File: config.mk
export PLATFORM = sky130hd
export DESIGN_NAME = instr_fetch
export DESIGN_NICKNAME = d
export VERILOG_FILES = /design/src/rtl/instr_fetch.sv
export SDC_FILE = /design/constraint.sdc
export NUM_CORES = 1
export LEC_CHECK = 0
export CORE_AREA = 4 4 163 134
export CTS_CLUSTER_DIAMETER = 50
export DETAILED_ROUTE_END_ITERATION = 12
export DIE_AREA = 0 0 167 138
export PLACE_DENSITY = 0.63
export SYNTH_ARGS = -nofsm -noshare
export SYNTH_HDL_FRONTEND = slang
export SYNTH_SLANG_ARGS = --single-unit
File: constraint.sdc
create_clock -name clk -period 3.2 [get_ports clk]
set_input_delay 0.32 -clock clk [delete_from_list [all_inputs] [get_ports clk]]
set_output_delay 0.32 -clock clk [all_outputs]
set_load 0.03 [all_outputs]
File: src/rtl/instr_fetch.sv
// Instruction fetch front-end: byte-wide memory walker, big-endian word assembly and prefetch FIFO.
// Optional macro IFETCH_ALIGN_CHECK_EN: misaligned redirects set a sticky error and halt fetch until rst.
module instr_fetch #(
  parameter int M     = 10,
  parameter int DEPTH = 4
) (
  input  logic         clk,
  input  logic         rst,
  output logic         mem_req,
  output logic [M-1:0] mem_addr,
  input  logic [7:0]   mem_rdata,
  input  logic         redirect,
  input  logic [M-1:0] redirect_pc,
  output logic         instr_valid,
  input  logic         instr_ready,
  output logic [31:0]  instr,
  output logic [M-1:0] instr_pc,
  output logic         misaligned
);

  localparam int PW = $clog2(DEPTH);
  localparam int CW = PW + 1;

  logic [M-1:0]  fetch_pc_q, fetch_pc_d;
  logic [1:0]    phase_q, phase_d;
  logic          busy_q, busy_d;
  logic          rd_pend_q, rd_pend_d;
  logic [1:0]    rd_idx_q, rd_idx_d;
  logic [23:0]   asm_q, asm_d;
  logic [CW-1:0] count_q, count_d;
  logic [PW-1:0] wr_ptr_q, wr_ptr_d;
  logic [PW-1:0] rd_ptr_q, rd_ptr_d;
  logic [31:0]   hold_word_q;
  logic [M-1:0]  hold_pc_q;

  logic [31:0]   fifo_word [DEPTH];
  logic [M-1:0]  fifo_pc   [DEPTH];

  logic          halt;
  logic          push;
  logic          wr_en;
  logic          pop;
  logic          room;
  logic          start;
  logic          issue;
  logic [M-1:0]  base_pc;

`ifdef IFETCH_ALIGN_CHECK_EN
  logic misal_q;

  always_ff @(posedge clk) begin
    if (rst) begin
      misal_q <= 1'b0;
    end else if (redirect && (redirect_pc[1:0] != 2'b00)) begin
      misal_q <= 1'b1;
    end
  end

  assign halt       = misal_q;
  assign misaligned = misal_q;
`else
  logic unused_pc_lo;

  assign unused_pc_lo = ^redirect_pc[1:0];
  assign halt         = 1'b0;
  assign misaligned   = 1'b0;
`endif

  // Request side: the byte-3 return cycle already sees the next word's base PC
  always_comb begin
    push    = rd_pend_q && (rd_idx_q == 2'd3);
    wr_en   = push && !redirect;
    pop     = instr_valid && instr_ready;
    base_pc = push ? (fetch_pc_q + M'(4)) : fetch_pc_q;
    room    = (count_q + CW'(busy_q)) < CW'(DEPTH);
    start   = (phase_q == 2'd0) && room && !halt;
    issue   = (start || (phase_q != 2'd0)) && !halt && !rst;
  end

  assign mem_req  = issue;
  assign mem_addr = base_pc + M'(phase_q);

  always_comb begin
    fetch_pc_d = fetch_pc_q;
    phase_d    = phase_q;
    busy_d     = busy_q;
    rd_pend_d  = 1'b0;
    rd_idx_d   = rd_idx_q;
    asm_d      = asm_q;
    count_d    = count_q;
    wr_ptr_d   = wr_ptr_q;
    rd_ptr_d   = rd_ptr_q;

    // Byte 3 bypasses the assembly register straight into the FIFO
    if (rd_pend_q) begin
      case (rd_idx_q)
        2'd0:    asm_d[23:16] = mem_rdata;
        2'd1:    asm_d[15:8]  = mem_rdata;
        2'd2:    asm_d[7:0]   = mem_rdata;
        default: ;
      endcase
    end

    if (issue) begin
      phase_d   = phase_q + 2'd1;
      rd_pend_d = 1'b1;
      rd_idx_d  = phase_q;
    end

    if (push) begin
      fetch_pc_d = fetch_pc_q + M'(4);
      busy_d     = 1'b0;
    end
    if (start && issue) begin
      busy_d = 1'b1;
    end

    if (wr_en) begin
      wr_ptr_d = wr_ptr_q + PW'(1);
    end
    if (pop) begin
      rd_ptr_d = rd_ptr_q + PW'(1);
    end
    case ({wr_en, pop})
      2'b10:   count_d = count_q + CW'(1);
      2'b01:   count_d = count_q - CW'(1);
      default: ;
    endcase

    if (redirect) begin
      fetch_pc_d = {redirect_pc[M-1:2], 2'b00};
      phase_d    = 2'd0;
      busy_d     = 1'b0;
      rd_pend_d  = 1'b0;
      count_d    = '0;
      rd_ptr_d   = wr_ptr_q;
    end
  end

  always_ff @(posedge clk) begin
    if (rst) begin
      fetch_pc_q <= '0;
      phase_q    <= 2'd0;
      busy_q     <= 1'b0;
      rd_pend_q  <= 1'b0;
      rd_idx_q   <= 2'd0;
      count_q    <= '0;
      wr_ptr_q   <= '0;
      rd_ptr_q   <= '0;
    end else begin
      fetch_pc_q <= fetch_pc_d;
      phase_q    <= phase_d;
      busy_q     <= busy_d;
      rd_pend_q  <= rd_pend_d;
      rd_idx_q   <= rd_idx_d;
      count_q    <= count_d;
      wr_ptr_q   <= wr_ptr_d;
      rd_ptr_q   <= rd_ptr_d;
    end
  end

  always_ff @(posedge clk) begin
    asm_q <= asm_d;
    if (wr_en) begin
      fifo_word[wr_ptr_q] <= {asm_q, mem_rdata};
      fifo_pc[wr_ptr_q]   <= fetch_pc_q;
    end
  end

  // Output side: the last shown head is kept so the outputs hold while empty
  always_ff @(posedge clk) begin
    if (rst) begin
      hold_word_q <= '0;
      hold_pc_q   <= '0;
    end else if (instr_valid) begin
      hold_word_q <= fifo_word[rd_ptr_q];
      hold_pc_q   <= fifo_pc[rd_ptr_q];
    end
  end

  assign instr_valid = (count_q != '0);
  assign instr       = instr_valid ? fifo_word[rd_ptr_q] : hold_word_q;
  assign instr_pc    = instr_valid ? fifo_pc[rd_ptr_q]   : hold_pc_q;

endmodule
==> results of run 1 <==
[worst max-delay path by stage]
stage | startpoint | endpoint | slack (ns) | cells after the start
4_1_cts | count_q[0] | instr[4] | 0.05 | 5
3_5_place_dp | flop | instr_pc[2] | 0.54 | 4
6_report | flop | instr_pc[2] | 0.20 | 4
2_1_floorplan | rd_idx_q[1] | fifo_pc[0][2] | 0.98 | 3
5_1_grt | flop | instr_pc[6] | 0.05 | 4
3_3_place_gp | flop | instr_pc[2] | 0.52 | 4
[logic make-up (layout without fill, tap and decap cells)]
group                      Yosys count  after routing  share of synthesized area
buffers and inverters               39            149                     0.0206
AOI/OAI and AO/OA                   28             28                     0.0195
DFF                                249            249                      0.729
other                                1              1                   0.000400
muxes                               86             86                      0.151
xor gates and xnor gates             7              7                    0.00655
adders and majority gates            8              8                     0.0115
and+or+nand+nor                    101            101                     0.0617
[cell type report]
| class | count | area [um^2] |
|---|---|---|
| repair buffers | 87 | 881 |
| fillers | 1579 | 8980 |
| flip-flops and latches | 249 | 6830 |
| multi-input cells | 231 | 2360 |
| clock buffers | 33 | 696 |
| well taps | 269 | 337 |
| clock inverters | 13 | 148 |
| inverters | 16 | 60.1 |
[through the flow]
| stage | area (um^2) | hold slack (ns) | utilization |
|---|---|---|---|
| after floorplan | 9370 | 0.419 | - |
| after global placement | 10500 | 0.465 | 0.515 |
| after detailed placement | 10500 | 0.484 | 0.515 |
| after CTS | 11300 | 0.288 | 0.557 |
| after global routing | 11300 | 0.282 | 0.557 |
| final | 11300 | 0.273 | 0.557 |
[per-layer routing]
metal / track usage / up-vias / part of all wire
li1: - / 2158 / -
met1: 0.198 / 2399 / 0.43
met2: 0.258 / 95 / 0.51
met3: 0.0274 / 26 / 0.036
met4: 0.0387 / 0 / 0.019
met5: 0 / - / 0
[placed cells by master, fill, tap and decap left out, types with 5 or more instances in the layout]
master,instances
mux4_2,40
or3_1,6
mux2i_1,5
mux2_2,41
dfxtp_1,63
nor2b_1,42
a21oi_1,7
edfxtp_1,184
buf_4,10
nand2_1,15
inv_1,15
clkbuf_16,25
clkdlybuf4s50_1,72
nand2b_1,5
o21ai_0,7
ha_1,7
nor2_1,13
[flip-flops by register name, indices dropped and copies added (netlist names), named ones only]
signal / flops
phase_q: 2
fifo_word: 128
count_q: 3
hold_pc_q: 10
rd_ptr_q: 2
hold_word_q: 32
rd_pend_q: 1
rd_idx_q: 2
asm_q: 24
fifo_pc: 32
wr_ptr_q: 2
fetch_pc_q: 8
busy_q: 1
[worst max-delay path, cell delays in order, from the launching register on]
cell	delay, ns
dfxtp_4	0.51
buf_4	0.25
mux4_2	0.52
mux2_2	0.29
clkdlybuf4s50_1	0.59
[power groups by stage]
| stage | Clock [mW] | Combinational [mW] | Sequential, mW |
|---|---|---|---|
| after global placement | 0 | 0.205 | 3.57 |
| after CTS | 3.01 | 0.209 | 3.50 |
| after detailed placement | 0 | 0.208 | 3.57 |
| after floorplan | 0 | 0.127 | 3.56 |
| after global routing | 3.17 | 0.222 | 3.50 |
| final | 2.93 | 0.205 | 3.50 |
[timing repair]
action,in CTS,in global routing
pin swaps,0,0
gates resized for setup,1,1
endpoints found under the setup margin,10,23
==> results.json, run 1 <==
{
  "status": "finished, final reports clean",
  "num_io_pins": 77,
  "p_int_mw": 5.34,
  "rrSetupSlack_ns": 1.10,
  "clk_latency_ns": 0.51,
  "maxSlewHeadroom": 0.426,
  "grt_first_pass_wirelength_um": 27500,
  "pwr-share-comb": 0.031,
  "wl_um": 17300,
  "synth.distinct_cells": 43,
  "worst_slack_ns": 0.196,
  "finalCritPeriodShare": 0.939,
  "power_switching_mw": 1.30,
  "path_clk_slew_ns": 0.06,
  "fin_skew_ns": 0.0135,
  "htree_levels": 1,
  "cts_tree": "yes",
  "drive_gt1_frac": 0.232,
  "via_per_inst": 5.21,
  "post-dp-hpwl_um": 10600,
  "track_usage": 0.150,
  "min_delay_path_depth": 2,
  "hold_path.class": "in -> reg",
  "cp.required_ns": 2.88,
  "grt_overflow_total": 0,
  "seq_area_frac_synth": 0.729,
  "swShare": 0.195,
  "dp_slack_ns": 0.543,
  "cts_hold_buf": 0,
  "diodes": 0,
  "ir_drop_uv": 419,
  "reg2regPathDepth": 8,
  "antenna_found_initial": 0,
  "core.rowCount": 47,
  "min_period_ns": 3.00,
  "clkPwrFrac": 0.441,
  "power.density_nw_per_um2": 587,
  "synth_edf_count": 184,
  "dpl.cell_count": 852,
  "synth.top_cells.by_area": "edfxtp_1, dfxtp_1, mux4_2",
  "numPortBuffers": 73,
  "critPathArrivalTime_ns": 2.68,
  "rsz0062_at_grt": "no",
  "setup_viol": 0,
  "async_flop_share": 0,
  "p_total_mw": 6.64,
  "worstSetupPathType": "reg -> out",
  "post_cts_buffers": 0,
  "drt-pass1-iter-count": 4,
  "synth_most_common_cell": "edfxtp_1",
  "initial_core_util": 0.462,
  "ant_nets": 0,
  "r2r_start": "rd_idx_q[1]",
  "die-area_um2": 23000,
  "clock-root-buffer": "clkbuf_16",
  "stdcell_count": 898,
  "synthFlopType": "edfxtp_1",
  "coreArea_um2": 20300,
  "initialDrtViolationCount": 322,
  "wl_per_cell_um": 19.2,
  "die_y_um": 138,
  "cts_num_sinks": 249,
  "synth_seq_cells": 249,
  "worst-path-max-fanout": 11,
  "min_from": "rst",
  "clock_tree.buffer_depth": 3,
  "cap_violations": 0,
  "p_seq_frac": 0.528,
  "nets": 640,
  "synth_nets": 549,
  "fmax_ghz": 0.333,
  "num_vias": 4678,
  "areaGrowthSynthToFinish_pct": 20.8,
  "numCtsBuffers": 25,
  "hold_end": "hold_word_q[31]",
  "synth_area_um2": 9370,
  "drc_errors": 0,
  "hold_viol": 0,
  "reg2reg_to": "count_q[2]",
  "cp-end-kind": "output port",
  "postSynthAreaPerCell_um2": 18.0,
  "ys_top_cells_by_count": "edfxtp_1, dfxtp_1, nor2b_1, mux2_2, mux4_2",
  "ys_warn_count": 0,
  "syn_inst": 519,
  "grt_max_degree": 41,
  "leakagePower_nw": 3.80,
  "finalMaxSlewViolations": 0,
  "die_x_um": 167,
  "yosys.area.top_type_share": 0.590,
  "yosysTopAreaCell": "edfxtp_1",
  "grt_pass1_vias": 4928,
  "tightest_slew_ns": 0.858,
  "setup_tns_ns": 0,
  "startpoint_type": "flop",
  "gp_congestion": 0.784
}
(Power assumes the default switching activity.)
==> run 2, diff against run 1 <==
- CAP_MARGIN: default -> 20
- CORE_AREA: 4 4 163 134 -> 4 4 170 139
- DIE_AREA: 0 0 167 138 -> 0 0 174 143
- PLACE_DENSITY: 0.63 -> 0.59
==> run 2 against run 1 <==
Net effect: via count down 0.13%; highest routed layer unchanged; clock power up 9.2%; non-clock buffer count unchanged.
==> results.json, run 2 (synthesized netlist as in run 1, its figures left out) <==
{
  "worstSetupPathType": "reg -> out",
  "reg_top3": "fifo_word: 128 flops, fifo_pc: 32 flops, hold_word_q: 32 flops",
  "min_delay_path_depth": 2,
  "ant_nets": 0,
  "num_vias": 4672,
  "hold_viol": 0,
  "top_register": "fifo_word",
  "cp.required_ns": 2.88,
  "wl_um": 17300,
  "post-dp-hpwl_um": 10600,
  "fin_skew_ns": 0.0113,
  "leakagePower_nw": 3.84,
  "die-area_um2": 24900,
  "via_per_inst": 5.13,
  "min_period_ns": 3.00,
  "grt_overflow_total": 0,
  "reg2regPathDepth": 8,
  "cts_tree": "yes",
  "hold_path.class": "in -> reg",
  "setup_tns_ns": 0,
  "cap_violations": 0,
  "fmax_ghz": 0.333,
  "wl_per_cell_um": 19.0,
  "layout_common_cells": "edfxtp_1, clkdlybuf4s50_1, dfxtp_1",
  "min_from": "rst",
  "finalCritPeriodShare": 0.937,
  "initial_core_util": 0.424,
  "rsz0062_at_grt": "no",
  "diodes": 0,
  "cp-end-kind": "output port",
  "core.rowCount": 49,
  "final_common_cell": "edfxtp_1",
  "critPathArrivalTime_ns": 2.68,
  "areaGrowthSynthToFinish_pct": 22.0,
  "reg2reg_to": "count_q[2]",
  "drive_gt1_frac": 0.239,
  "grt_first_pass_wirelength_um": 27600,
  "status": "finished, final reports clean",
  "placed_area_um2": 10500,
  "r2r_start": "rd_idx_q[1]",
  "clk_latency_ns": 0.51,
  "startpoint_type": "flop",
  "drc_errors": 0,
  "maxSlewHeadroom": 0.390,
  "num_io_pins": 77,
  "antenna_found_initial": 0,
  "numPortBuffers": 73,
  "ir_drop_uv": 349,
  "die_x_um": 174,
  "rrSetupSlack_ns": 1.06,
  "clock-root-buffer": "clkbuf_16",
  "nets": 641,
  "gp_congestion": 0.760,
  "p_total_mw": 6.90,
  "worst-path-max-fanout": 16,
  "final_cell_area_um2": 11400,
  "dp_slack_ns": 0.573,
  "largest_reg_flops": 128,
  "setup_viol": 0,
  "coreArea_um2": 22100,
  "hold_end": "hold_word_q[22]",
  "initialDrtViolationCount": 195,
  "track_usage": 0.142,
  "clock_tree.buffer_depth": 3,
  "cts_hold_buf": 0,
  "cts_num_sinks": 249,
  "grt_pass1_vias": 5029,
  "die_y_um": 143,
  "tightest_slew_ns": 0.911,
  "drt-pass1-iter-count": 4,
  "grt_max_degree": 41,
  "finalMaxSlewViolations": 0,
  "numCtsBuffers": 26,
  "power.density_nw_per_um2": 604,
  "path_clk_slew_ns": 0.06,
  "worst_slack_ns": 0.200,
  "htree_levels": 1
}
[run 2: cell type report]
type                       instances  area, um^2
clock buffer                      33         718
clock inverter                    15         220
fill                            1763       10600
inverter                          16        60.1
multi-input combinational        231        2350
sequential                       249        6830
tap                              280         350
timing repair buffer              87         893
[run 2: how the worst max path moves through the flow]
stage                               end  slack (ns)  cells after the start
final                          instr[8]        0.20                      4
after floorplan           fifo_pc[0][2]        0.98                      3
after CTS                      instr[1]        0.02                      4
after global placement         instr[1]        0.58                      4
after global routing           instr[8]        0.09                      4
after detailed placement       instr[1]        0.57                      4
[run 2: repair_timing]
item                       in CTS  in global routing
setup endpoints to repair       0                 26
setup buffers                   0                  0
gates resized for setup         0                  1
[run 2: stage by stage]
| stage | hold WS [ns] | util | cells |
|---|---|---|---|
| 2_1_floorplan | 0.419 | - | 519 |
| 3_3_place_gp | 0.466 | 0.475 | 863 |
| 3_5_place_dp | 0.482 | 0.475 | 863 |
| 4_1_cts | 0.295 | 0.518 | 911 |
| 5_1_grt | 0.313 | 0.518 | 911 |
| 6_report | 0.294 | 0.518 | 911 |
[run 2: worst max-delay path: stages, from the launching register on]
cell and delay [ns]:
dfxtp_4 0.49, buf_12 0.23, mux4_2 0.57, mux2_2 0.30
clkdlybuf4s50_1 0.59
[run 2: per-layer routing]
metal	part of all wire	vias to the layer above	global-route usage	wire length (um)
li1	-	2163	-	-
met1	0.45	2370	0.199	7840
met2	0.48	116	0.235	8290
met3	0.051	23	0.0254	887
met4	0.017	0	0.0321	300
met5	0	-	0	0
[run 2: report_power, final]
part	internal [mW]	switching, mW
combinational	0.0986	0.111
clock	2.00	1.19
sequential	3.47	0.0308
total	5.57	1.34
